==> src/rtl/screen_scanner_if.sv <==
// rtl/screen_scanner_if.sv - screen RAM read port and display output bundle
interface screen_scanner_if;
    logic [11:0] address;
    logic [15:0] data;
    logic        pixel;
    logic        de;
    logic        hsync;
    logic        vsync;
    logic        frame_start;

    modport master (
        output address,
        input  data,
        output pixel,
        output de,
        output hsync,
        output vsync,
        output frame_start
    );

    modport slave (
        input  address,
        output data,
        input  pixel,
        input  de,
        input  hsync,
        input  vsync,
        input  frame_start
    );
endinterface

==> src/rtl/screen_scanner.sv <==
// rtl/screen_scanner.sv - screen RAM scan, pixel serializer and display timing
module screen_scanner #(
    parameter int H_ACTIVE        = 320,
    parameter int H_FP            = 16,
    parameter int H_SYNC          = 32,
    parameter int H_BP            = 32,
    parameter int V_ACTIVE        = 192,
    parameter int V_FP            = 4,
    parameter int V_SYNC          = 4,
    parameter int V_BP            = 20,
    parameter int SYNC_ACTIVE_LOW = 1
) (
    input  logic clk,
    input  logic rst_n,
    input  logic pix_ce,
    screen_scanner_if.master bus
);
    localparam int H_TOTAL = H_ACTIVE + H_FP + H_SYNC + H_BP;
    localparam int V_TOTAL = V_ACTIVE + V_FP + V_SYNC + V_BP;

    localparam logic [9:0]  H_LAST     = 10'(H_TOTAL - 1);
    localparam logic [9:0]  H_ACT      = 10'(H_ACTIVE);
    localparam logic [9:0]  HS_BEG     = 10'(H_ACTIVE + H_FP);
    localparam logic [9:0]  HS_END     = 10'(H_ACTIVE + H_FP + H_SYNC);
    localparam logic [8:0]  V_LAST     = 9'(V_TOTAL - 1);
    localparam logic [8:0]  V_ACT      = 9'(V_ACTIVE);
    localparam logic [8:0]  V_ACT_LAST = 9'(V_ACTIVE - 1);
    localparam logic [8:0]  VS_BEG     = 9'(V_ACTIVE + V_FP);
    localparam logic [8:0]  VS_END     = 9'(V_ACTIVE + V_FP + V_SYNC);
    localparam logic [11:0] ROW_STEP   = 12'(H_ACTIVE / 16);
    localparam logic        SYNC_OFF   = (SYNC_ACTIVE_LOW != 0);
    localparam logic        SYNC_ON    = ~SYNC_OFF;

    logic [9:0]  h;
    logic [8:0]  v;
    logic [11:0] row_base;
    logic [14:0] shift;
    logic        active;
    logic        pixel_q;
    logic        de_q;
    logic        hsync_q;
    logic        vsync_q;
    logic        frame_start_q;

    assign active = (h < H_ACT) && (v < V_ACT);

    // Outside the active window the address parks at 0 so it never runs past the RAM.
    assign bus.address     = active ? (row_base + {7'd0, h[8:4]}) : 12'd0;
    assign bus.pixel       = pixel_q;
    assign bus.de          = de_q;
    assign bus.hsync       = hsync_q;
    assign bus.vsync       = vsync_q;
    assign bus.frame_start = frame_start_q;

    always_ff @(posedge clk or negedge rst_n) begin
        if (!rst_n) begin
            h             <= '0;
            v             <= '0;
            row_base      <= '0;
            shift         <= '0;
            pixel_q       <= 1'b0;
            de_q          <= 1'b0;
            hsync_q       <= SYNC_OFF;
            vsync_q       <= SYNC_OFF;
            frame_start_q <= 1'b0;
        end else begin
            frame_start_q <= 1'b0;
            if (pix_ce) begin
                if (h == H_LAST) begin
                    h <= '0;
                    if (v == V_LAST) begin
                        v             <= '0;
                        row_base      <= '0;
                        frame_start_q <= 1'b1;
                    end else begin
                        v <= v + 9'd1;
                        // Row base stops at the last active line; it is not used again until wrap.
                        if (v < V_ACT_LAST) begin
                            row_base <= row_base + ROW_STEP;
                        end
                    end
                end else begin
                    h <= h + 10'd1;
                end

                de_q    <= active;
                hsync_q <= ((h >= HS_BEG) && (h < HS_END)) ? SYNC_ON : SYNC_OFF;
                vsync_q <= ((v >= VS_BEG) && (v < VS_END)) ? SYNC_ON : SYNC_OFF;

                if (active) begin
                    if (h[3:0] == 4'd0) begin
                        pixel_q <= bus.data[0];
                        shift   <= bus.data[15:1];
                    end else begin
                        pixel_q <= shift[0];
                        shift   <= {1'b0, shift[14:1]};
                    end
                end else begin
                    pixel_q <= 1'b0;
                end
            end
        end
    end
endmodule

==> src/flat_wrapper.sv <==
// flat-port wrapper written by rule: the top's interface ports become plain ports
module screen_scanner_flat 
#(
    parameter int H_ACTIVE        = 320,
    parameter int H_FP            = 16,
    parameter int H_SYNC          = 32,
    parameter int H_BP            = 32,
    parameter int V_ACTIVE        = 192,
    parameter int V_FP            = 4,
    parameter int V_SYNC          = 4,
    parameter int V_BP            = 20,
    parameter int SYNC_ACTIVE_LOW = 1
)
  (clk, rst_n, pix_ce, bus_address, bus_data, bus_pixel, bus_de, bus_hsync, bus_vsync, bus_frame_start);
  screen_scanner_if bus_i ();
  input  logic clk;
  input  logic rst_n;
  input  logic pix_ce;
  output wire logic [$bits(bus_i.address)-1:0] bus_address;
  input wire logic [$bits(bus_i.data)-1:0] bus_data;
  output wire logic [$bits(bus_i.pixel)-1:0] bus_pixel;
  output wire logic [$bits(bus_i.de)-1:0] bus_de;
  output wire logic [$bits(bus_i.hsync)-1:0] bus_hsync;
  output wire logic [$bits(bus_i.vsync)-1:0] bus_vsync;
  output wire logic [$bits(bus_i.frame_start)-1:0] bus_frame_start;
  assign bus_address = bus_i.address;
  assign bus_i.data = bus_data;
  assign bus_pixel = bus_i.pixel;
  assign bus_de = bus_i.de;
  assign bus_hsync = bus_i.hsync;
  assign bus_vsync = bus_i.vsync;
  assign bus_frame_start = bus_i.frame_start;
  screen_scanner #(.H_ACTIVE(H_ACTIVE), .H_FP(H_FP), .H_SYNC(H_SYNC), .H_BP(H_BP), .V_ACTIVE(V_ACTIVE), .V_FP(V_FP), .V_SYNC(V_SYNC), .V_BP(V_BP), .SYNC_ACTIVE_LOW(SYNC_ACTIVE_LOW)) u_core (.clk(clk), .rst_n(rst_n), .pix_ce(pix_ce), .bus(bus_i));
endmodule
==> config.mk <==
export PLATFORM = sky130hd
export DESIGN_NAME = screen_scanner_flat
export DESIGN_NICKNAME = d
export VERILOG_FILES = /design/src/rtl/screen_scanner_if.sv /design/src/rtl/screen_scanner.sv /design/src/flat_wrapper.sv
export SDC_FILE = /design/constraint.sdc
export NUM_CORES = 1
export LEC_CHECK = 0
export CORE_ASPECT_RATIO = 0.6
export CORE_UTILIZATION = 60
export DETAILED_ROUTE_END_ITERATION = 10
export PLACE_DENSITY = 0.94
export SLEW_MARGIN = 40
export SYNTH_ARGS = -nofsm -noshare
export SYNTH_HDL_FRONTEND = slang
export SYNTH_SLANG_ARGS = --single-unit
==> constraint.sdc <==
create_clock -name clk -period 4.49 [get_ports clk]
set_input_delay 1.1225 -clock clk [delete_from_list [all_inputs] [get_ports clk]]
set_output_delay 1.1225 -clock clk [all_outputs]
set_load 0.02 [all_outputs]
==> results.md, run 1 <==
Layout:
- Counting the fill cells in the layout gives 283.
- For this run, the post-layout net count is 356.
- The library cell used most frequently in the layout, excluding fill and tap cells, is sky130_fd_sc_hd__dfrtp_1.
- The repair_antennas step left the layout with diodes totalling 0.
- In the layout the commonest cells are 47 x sky130_fd_sc_hd__dfrtp_1, 37 x sky130_fd_sc_hd__nand2_1, 34 x sky130_fd_sc_hd__clkdlybuf4s50_1.
- The post-route netlist has 8.76% of its cells at a drive strength greater than 1.
- The area growth from synthesis to final layout is 17.5%.

Logic synthesis:
- The count of flip-flops with a built-in enable after synthesis is 0.
- The synthesized netlist devotes 3.10% of its cell area to adder and majority cells.
- The mean area per synthesized cell is 9.27 sq um.
- The combinational family with the most area after synthesis is simple AND/OR/NAND/NOR gates.
- The synthesized netlist occupies a cell area of 2830 sq um.
- Summing the areas of all and, or, nand and nor instances in the mapped netlist gives 21.4% of the synthesized area.
- The number of nets in the synthesized netlist is 331.
- The xor and xnor fraction of the mapped netlist area is 3.72%.
- The count of synthesis-stage warnings from yosys is 0.
- The number of standard cells after synthesis is 305.
- Yosys mapped the design onto 55 distinct sky130hd cell types.
- Synthesis inferred 49 register bits.
- The most used flip-flop cell after synthesis is sky130_fd_sc_hd__dfrtp_1.
- The share of synthesized flip-flops with an asynchronous set or reset is 100%.
- The share of the synthesized area in compound gates (AO/OA/AOI/OAI) is 17.1%.
- The share of synthesized area spent on multiplexers is 6.42%.
- The fraction of the yosys area taken by sequential cells is 43.5%.

Clocking:
- The clock latency at the later pin of the worst-skew pair is 320 ps.
- The clock tree root buffer cell is sky130_fd_sc_hd__clkbuf_8.
- The CTS tree is done.
- The worst-case clock buffer depth is 2.
- The number of buffers inserted by hold repair at cts is 0.
- The number of buffers inserted during clock tree synthesis is 5.
- The number of setup buffers added after CTS is 0.
- The number of clock sinks is 49.
- The H-tree depth reported by CTS is 2.
- The post-cts repair resize count is 0.
- The post-CTS clock slew at the launch and capture registers of the worst setup and hold paths is 90 ps.

Global route:
- The first global-routing pass estimated 11400 microns of wire.
- The via count of the first global-routing pass came to 2306.
- The total congestion overflow after global routing is 0.
- The number of antenna violations at the first check in global routing is 0.
- Global routing consumed, over all layers together, 31.1% of the routing resources.
- Entering global routing, the biggest net connects 33 pins.

Timing:
- The highest clock frequency the design can meet is 247 MHz.
- Setup violations remaining at the end of the flow were counted as 0.
- The final critical path time including I/O delays and setup is 4050 ps.
- The number of hold-slack violations in the final timing report is 0.
- The max-slew headroom at the worst pin is 46.2%.
- Setup repair after global routing left no endpoint under its margin.
- Summed over all failing endpoints, the final setup total negative slack is 0 ps.
- The worst-margin pin slew is 805 ps.
- The total count of max-transition violations in the final report is 0.
- The largest clock skew in the final design is 6.47 ps.
- In the finished design, the share of the clock period the worst path needs comes to 90.1%.

Pwr:
- Overall power consumption after layout is estimated at 1.04 mW.
- The static leakage is 1.36 nW.
- The worst-case IR drop observed on VDD is 0.243 mV.
- The power density of the placed cells is 313 nW/um^2.

Routing:
- The number of DRC violations after detailed-routing iteration 0 is 182.
- The final layout contains routed wiring with a total length of 6930 microns.
- The detail-routed via count per cell is 6.41.
- The first-pass iteration count of the detailed router is 5.
- After detailed routing, the average wire length per cell comes to 17.7 microns.
- Across all layers, the routed design uses 2507 vias.
- The count of nets left with antenna violations once routing finished came out at 0.
- The post-detailed-route DRC marker count is 0.

Status:
- The run finished with clean final reports.

Die:
- The die height is 55.2 microns.
- The die footprint is 5000 sq um.
- The area inside the core boundary is 4300 sq um.
- 36 I/O pins were placed.
- The number of cell rows is 18.
- The initial utilization of the core area, before any placement, comes to 65.7%.
- The width of the chip is 90.6 microns.

Setup path:
- The maximum fanout along the worst path is 11.
- The critical path startpoint category is a register.
- The category of the worst setup path capture point is a primary output.
- The data arrival time of the critical path is 2920 ps.
- STA puts the critical path data required time at 3370 ps.
- The worst setup path category is register to primary output.

Job:
- The tool flagged a number of max-cap violations equal to 0.

Place:
- During placement, the flow inserted port buffers numbering 35.
- Once detailed placement completed, the half-perimeter wirelength came to 4880 microns.
- The congestion estimate from routability-driven global placement came to 0.948.

Hold path:
- In this run the worst hold path is classified as register to register.
## report_power, final
group | leakage [nW] | switching (mW) | total [mW] | internal (mW)
Clock | 0.0681 | 0.152 | 0.373 | 0.221
Sequential | 0.651 | 0.0490 | 0.515 | 0.466
Combinational | 0.642 | 0.0785 | 0.151 | 0.0721
Total | 1.36 | 0.280 | 1.04 | 0.759
## routing by layer
layer  GRT usage [%]  vias up  wire length (microns)  part of all wire (%)
met5               0        -                      0                     0
met4            10.8        0                    140                   2.0
met3            8.47       15                    630                   9.1
met2            51.5      127                   3270                    47
met1            40.6     1214                   2900                    42
li1                -     1151                      -                     -
## registers in the layout (all words and copies together) (netlist names)
name,flops
u_core.bus.de,1
u_core.bus.frame_start,1
u_core.bus.hsync,1
u_core.bus.pixel,1
u_core.bus.vsync,1
u_core.h,10
u_core.row_base,10
u_core.shift,15
u_core.v,9
## metrics by stage
| step | std cells | hold slack (ps) | worst slack (ps) | area (sq um) | util [%] |
|---|---|---|---|---|---|
| floorplan | 305 | 446 | 1340 | 2830 | - |
| global placement | 383 | 461 | 946 | 3190 | 74.1 |
| detailed placement | 383 | 476 | 834 | 3190 | 74.1 |
| CTS | 391 | 501 | 466 | 3320 | 77.2 |
| global route | 391 | 534 | 244 | 3320 | 77.2 |
| finish | 391 | 499 | 443 | 3320 | 77.2 |
## synthesized netlist by cell type, drive strengths merged (2+ instances only)
| cell type | n | share of area [%] |
|---|---|---|
| o211ai | 5 | 1.3 |
| nand4 | 6 | 1.5 |
| or4 | 7 | 2.0 |
| dfrtp | 47 | 42 |
| nor3 | 3 | 0.53 |
| inv | 13 | 1.7 |
| nand3 | 14 | 2.9 |
| a31oi | 3 | 0.66 |
| clkbuf | 14 | 1.9 |
| xor2 | 4 | 1.2 |
| or4b | 2 | 0.71 |
| nand2 | 38 | 5.1 |
| and4bb | 2 | 0.89 |
| xnor2 | 8 | 2.5 |
| nor2 | 13 | 1.8 |
| a31o | 2 | 0.62 |
| and3 | 2 | 0.44 |
| dfstp | 2 | 1.9 |
| and2 | 5 | 1.1 |
| mux2i | 17 | 6.0 |
| or2 | 3 | 0.66 |
| o31ai | 11 | 2.9 |
| ha | 7 | 3.1 |
| o21ai | 27 | 4.8 |
| a21oi | 16 | 2.8 |
| a21o | 4 | 1.1 |
| o21a | 2 | 0.53 |
| or3 | 5 | 1.1 |
| buf | 6 | 1.2 |
## critical path, cell delays in order, from the launching register on
cell and delay, ps:
sky130_fd_sc_hd__dfrtp_1 480, sky130_fd_sc_hd__ha_1 360, sky130_fd_sc_hd__a21o_1 200, sky130_fd_sc_hd__a21oi_1 240
sky130_fd_sc_hd__or4_1 560, sky130_fd_sc_hd__a21oi_1 150, sky130_fd_sc_hd__clkdlybuf4s50_1 620
## path summary, 6_finish.rpt
path                       slack, ps  depth (start not counted)                        start                              to
hold reg to reg                  500                          2  u_core.shift[8]$_DFFE_PN0P_     u_core.shift[8]$_DFFE_PN0P_
setup reg to reg                2170                          5      u_core.h[1]$_DFFE_PN0P_  u_core.row_base[6]$_DFFE_PN0P_
hold / removal                   500                          2  u_core.shift[8]$_DFFE_PN0P_     u_core.shift[8]$_DFFE_PN0P_
setup / recovery                 440                          6      u_core.h[7]$_DFFE_PN0P_                 bus_address[11]
min in group asynchronous        710                          1                        rst_n         u_core.v[6]$_DFFE_PN0P_
max in group asynchronous       2990                          2                        rst_n    u_core.bus.hsync$_DFFE_PN1P_
## cell families (layout without fill, tap and decap cells)
logic type | after synthesis | in the layout
and+or+nand+nor | 108 | 108
AOI/OAI and AO/OA | 78 | 78
DFF | 49 | 49
buffers and inverters | 33 | 59
muxes | 18 | 18
xor gates and xnor gates | 12 | 12
adders and majority gates | 7 | 7
## cell type report
| type | count | area (sq um) | share of cell area [%] |
|---|---|---|---|
| Inverter | 13 | 48.8 | 1.47 |
| Sequential cell | 49 | 1230 | 37.0 |
| Clock inverter | 3 | 65.1 | 1.96 |
| Multi-Input combinational cell | 223 | 1470 | 44.2 |
| Clock buffer | 5 | 68.8 | 2.07 |
| Timing Repair Buffer | 38 | 368 | 11.1 |
| Tap cell | 60 | 75.1 | 2.26 |
Power figures use the tool's default switching activity.
==> run 2, diff against run 1 <==
- ABC_CLOCK_PERIOD_IN_PS: unset -> 4490
- GPL_ROUTABILITY_DRIVEN: unset -> 0
==> results of run 2 <==
Same layout as run 1: the final DEF is identical, and so are final timing and power.
==> run 3, diff against run 2 <==
- CORE_MARGIN: unset -> 3
==> results.md, run 3 (synthesis results as in run 1) <==
Setup path:
- The data required time of the worst path came to 3370 ps (about the same).
- The number of cells on the worst reg-to-reg path is 5 (unchanged).
- The maximum fanout along the worst path came to 11 (unchanged).
- The critical path startpoint category is a register.
- The category of the worst setup path capture point is a primary output.
- The worst setup path category is register to primary output.
- The data arrival time of the critical path is 2920 ps (about the same).

Place:
- The count of placed standard cells including taps is 382 (-0.26%).
- The count of input and output buffers is 35 (unchanged).
- The instance area at placement is 3180 sq um (-0.16%).
- The placed wire-length estimate after detailed placement is 4930 microns (+1.1%).

Global route:
- The largest net degree at the start of global routing is 50 (+52%).
- The number of antenna violations at the first check in global routing came to 0 (unchanged).
- The wire length of the first global-routing pass came to 11200 microns (-1.9%).
- The all-layer global routing usage came to 26.4% (-4.7 points).
- The via count of the first global-routing pass was 2297 (-0.39%).
- The total congestion overflow after global routing is 0 (unchanged).

Routing:
- The number of DRC violations after detailed-routing iteration 0 is 183 (+0.55%).
- The first-pass iteration count of the detailed router is 5 (unchanged).
- The routed length per placed instance is 17.7 microns (-0.44%).
- The residual antenna-violating net count after detailed routing came to 0 (unchanged).
- The detailed-route wire length came to 6890 microns (-0.69%).
- The total vias in the final route is 2455 (-2.1%).
- The detail-routed via count per cell is 6.29 (-1.8%).
- The post-detailed-route DRC marker count is 0 (unchanged).

Layout:
- The most common library cell in the layout ignoring fill and taps is sky130_fd_sc_hd__dfrtp_1.
- The fraction of the core area covered by cells at the end of the flow is 76.2% (-0.95 points).
- The register area is 1230 sq um (unchanged).
- The register ranked first by flip-flop count is u_core.shift.
- The final net count is 355 (-0.28%).
- The multi-input gate area in the final layout was 1470 sq um (unchanged).
- The flip-flop count of the largest register after layout was 15 (unchanged).
- The cell area after layout is 3300 sq um (-0.72%).
- The area growth from synthesis to layout is 16.6%.
- In the final layout, the registers with the most flip-flops are u_core.shift x15, u_core.h x10, u_core.row_base x10.
- The count of filler cells inserted in the layout was 287 (+1.4%).
- The share of cells above drive strength 1 came to 8.48% (-0.28 points).
- In the layout the commonest cells are 47 x sky130_fd_sc_hd__dfrtp_1, 37 x sky130_fd_sc_hd__nand2_1, 34 x sky130_fd_sc_hd__clkdlybuf4s50_1.
- The final cell count without fillers is 390 (-0.26%).
- The count of inserted antenna diode cells is 0 (unchanged).

Timing:
- The worst hold slack was 487 ps (-12.4 ps).
- The final critical path time including I/O delays and setup came to 4040 ps (-5.14 ps).
- The final total negative setup slack is 0 ps (unchanged).
- The number of setup violations in the final report is 0 (unchanged).
- The highest clock frequency the design can meet is 247 MHz (+0.13%).
- The total count of max-transition violations in the final report came to 0 (unchanged).
- The worst-margin pin slew is 775 ps (-29.8 ps).
- The final period utilization came to 90.0% (-0.11 points).
- Setup repair after global routing left no endpoint under its margin.
- The max-slew headroom at the worst pin is 48.3% (+2.2 points).
- The largest clock skew in the final design is 8.38 ps (+1.91 ps).
- The number of hold-slack violations in the final timing report is 0 (unchanged).

Die:
- The number of cell rows is 18 (unchanged).
- The die footprint is 5600 sq um (+12%).
- The I/O pin total came to 36 (unchanged).
- The initial standard-cell utilization of the core is 65.4% (-0.34 points).
- The area inside the core boundary is 4320 sq um (+0.52%).
- The die height came to 59.2 microns (+7.3%).
- The width of the chip is 94.6 microns (+4.4%).

Pwr:
- The part of the total power dissipated in sequential elements is 51.7% (+2.1 points).
- The internal power of the cells came to 705 uW (-7.2%).
- The net switching fraction of the power is 28.9% (+1.9 points).
- The fraction of power consumed by combinational cells is 15.3% (+0.8 points).
- The power dissipated by switching net loads is 286 uW (+2.2%).
- The static leakage is 1.34 nW (-1.3%).
- The worst vdd rail ir drop came to 0.317 mV (+31%).
- The power density of the placed cells is 301 nW/um^2 (-4.0%).
- The clock share of power is 33.0% (-2.9 points).

Clocking:
- The number of clock sinks came to 49 (unchanged).
- The number of buffers inserted by hold repair at cts is 0 (unchanged).
- The post-CTS clock slew at the launch and capture registers of the worst setup and hold paths is 90 ps (about the same).
- TritonCTS built the clock tree.
- The number of buffers added for setup after CTS is 0 (unchanged).
- The worst-case clock buffer depth is 2 (unchanged).
- The post-cts repair resize count is 0 (unchanged).
- The H-tree depth reported by CTS is 2 (unchanged).
- CTS placed an instance of sky130_fd_sc_hd__clkbuf_8 at the clock tree root.
- The number of buffers inserted during clock tree synthesis is 5 (unchanged).
- The clock latency at the later pin of the worst-skew pair is 310 ps (about the same).

Job:
- The number of maximum-capacitance constraint violations is 0 (unchanged).

Status:
- The run finished with clean final reports.

Hold path:
- The path type of the worst min-delay path is register to register.
- The cell depth of the worst min-delay path is 2 (unchanged).
run 3: power groups by stage:
stage | logic (mW) | clock network, mW | registers (mW)
floorplan | 0.121 | 0 | 0.494
global placement | 0.140 | 0 | 0.518
detailed placement | 0.148 | 0 | 0.519
CTS | 0.152 | 0.331 | 0.511
global route | 0.166 | 0.345 | 0.518
finish | 0.151 | 0.327 | 0.512
run 3: worst max-delay path: stages (launching register included):
cell	delay, ps
sky130_fd_sc_hd__dfrtp_1	460
sky130_fd_sc_hd__ha_1	330
sky130_fd_sc_hd__a21o_1	200
sky130_fd_sc_hd__a21oi_1	640
sky130_fd_sc_hd__o21ai_0	200
sky130_fd_sc_hd__a21oi_1	160
sky130_fd_sc_hd__clkdlybuf4s50_1	610
run 3: layer usage:
metal / global-route usage (%) / share of wire (%)
met1: 37.2 / 44
met5: 0 / 0
met4: 9.45 / 1.9
met3: 8.12 / 8.4
met2: 38.7 / 46
run 3: path summary, 6_finish.rpt:
kind                                             startpoint                              to  slack (ps)
worst max-delay path                u_core.h[7]$_DFFE_PN0P_                  bus_address[7]         450
worst min-delay path            u_core.shift[9]$_DFFE_PN0P_     u_core.shift[9]$_DFFE_PN0P_         490
worst max register to register      u_core.h[1]$_DFFE_PN0P_  u_core.row_base[5]$_DFFE_PN0P_        2200
worst min register to register  u_core.shift[9]$_DFFE_PN0P_     u_core.shift[9]$_DFFE_PN0P_         490
max in group asynchronous                             rst_n         u_core.h[0]$_DFFE_PN0P_        3270
min in group asynchronous                             rst_n         u_core.v[5]$_DFFE_PN0P_         800
run 3: per-stage QoR:
step,setup slack (ps),total power [mW]
2_1_floorplan,1340,0.616
3_3_place_gp,946,0.658
3_5_place_dp,848,0.667
4_1_cts,506,0.994
5_1_grt,324,1.03
6_report,449,0.991
run 3: area by class of cell:
| type | instances | share of cell area [%] |
|---|---|---|
| clock buffer | 5 | 2.09 |
| tap | 60 | 2.28 |
| clock inverter | 3 | 1.40 |
| inverter | 13 | 1.48 |
| timing repair buffer | 37 | 11.0 |
| sequential | 49 | 37.3 |
| multi-input combinational | 223 | 44.5 |
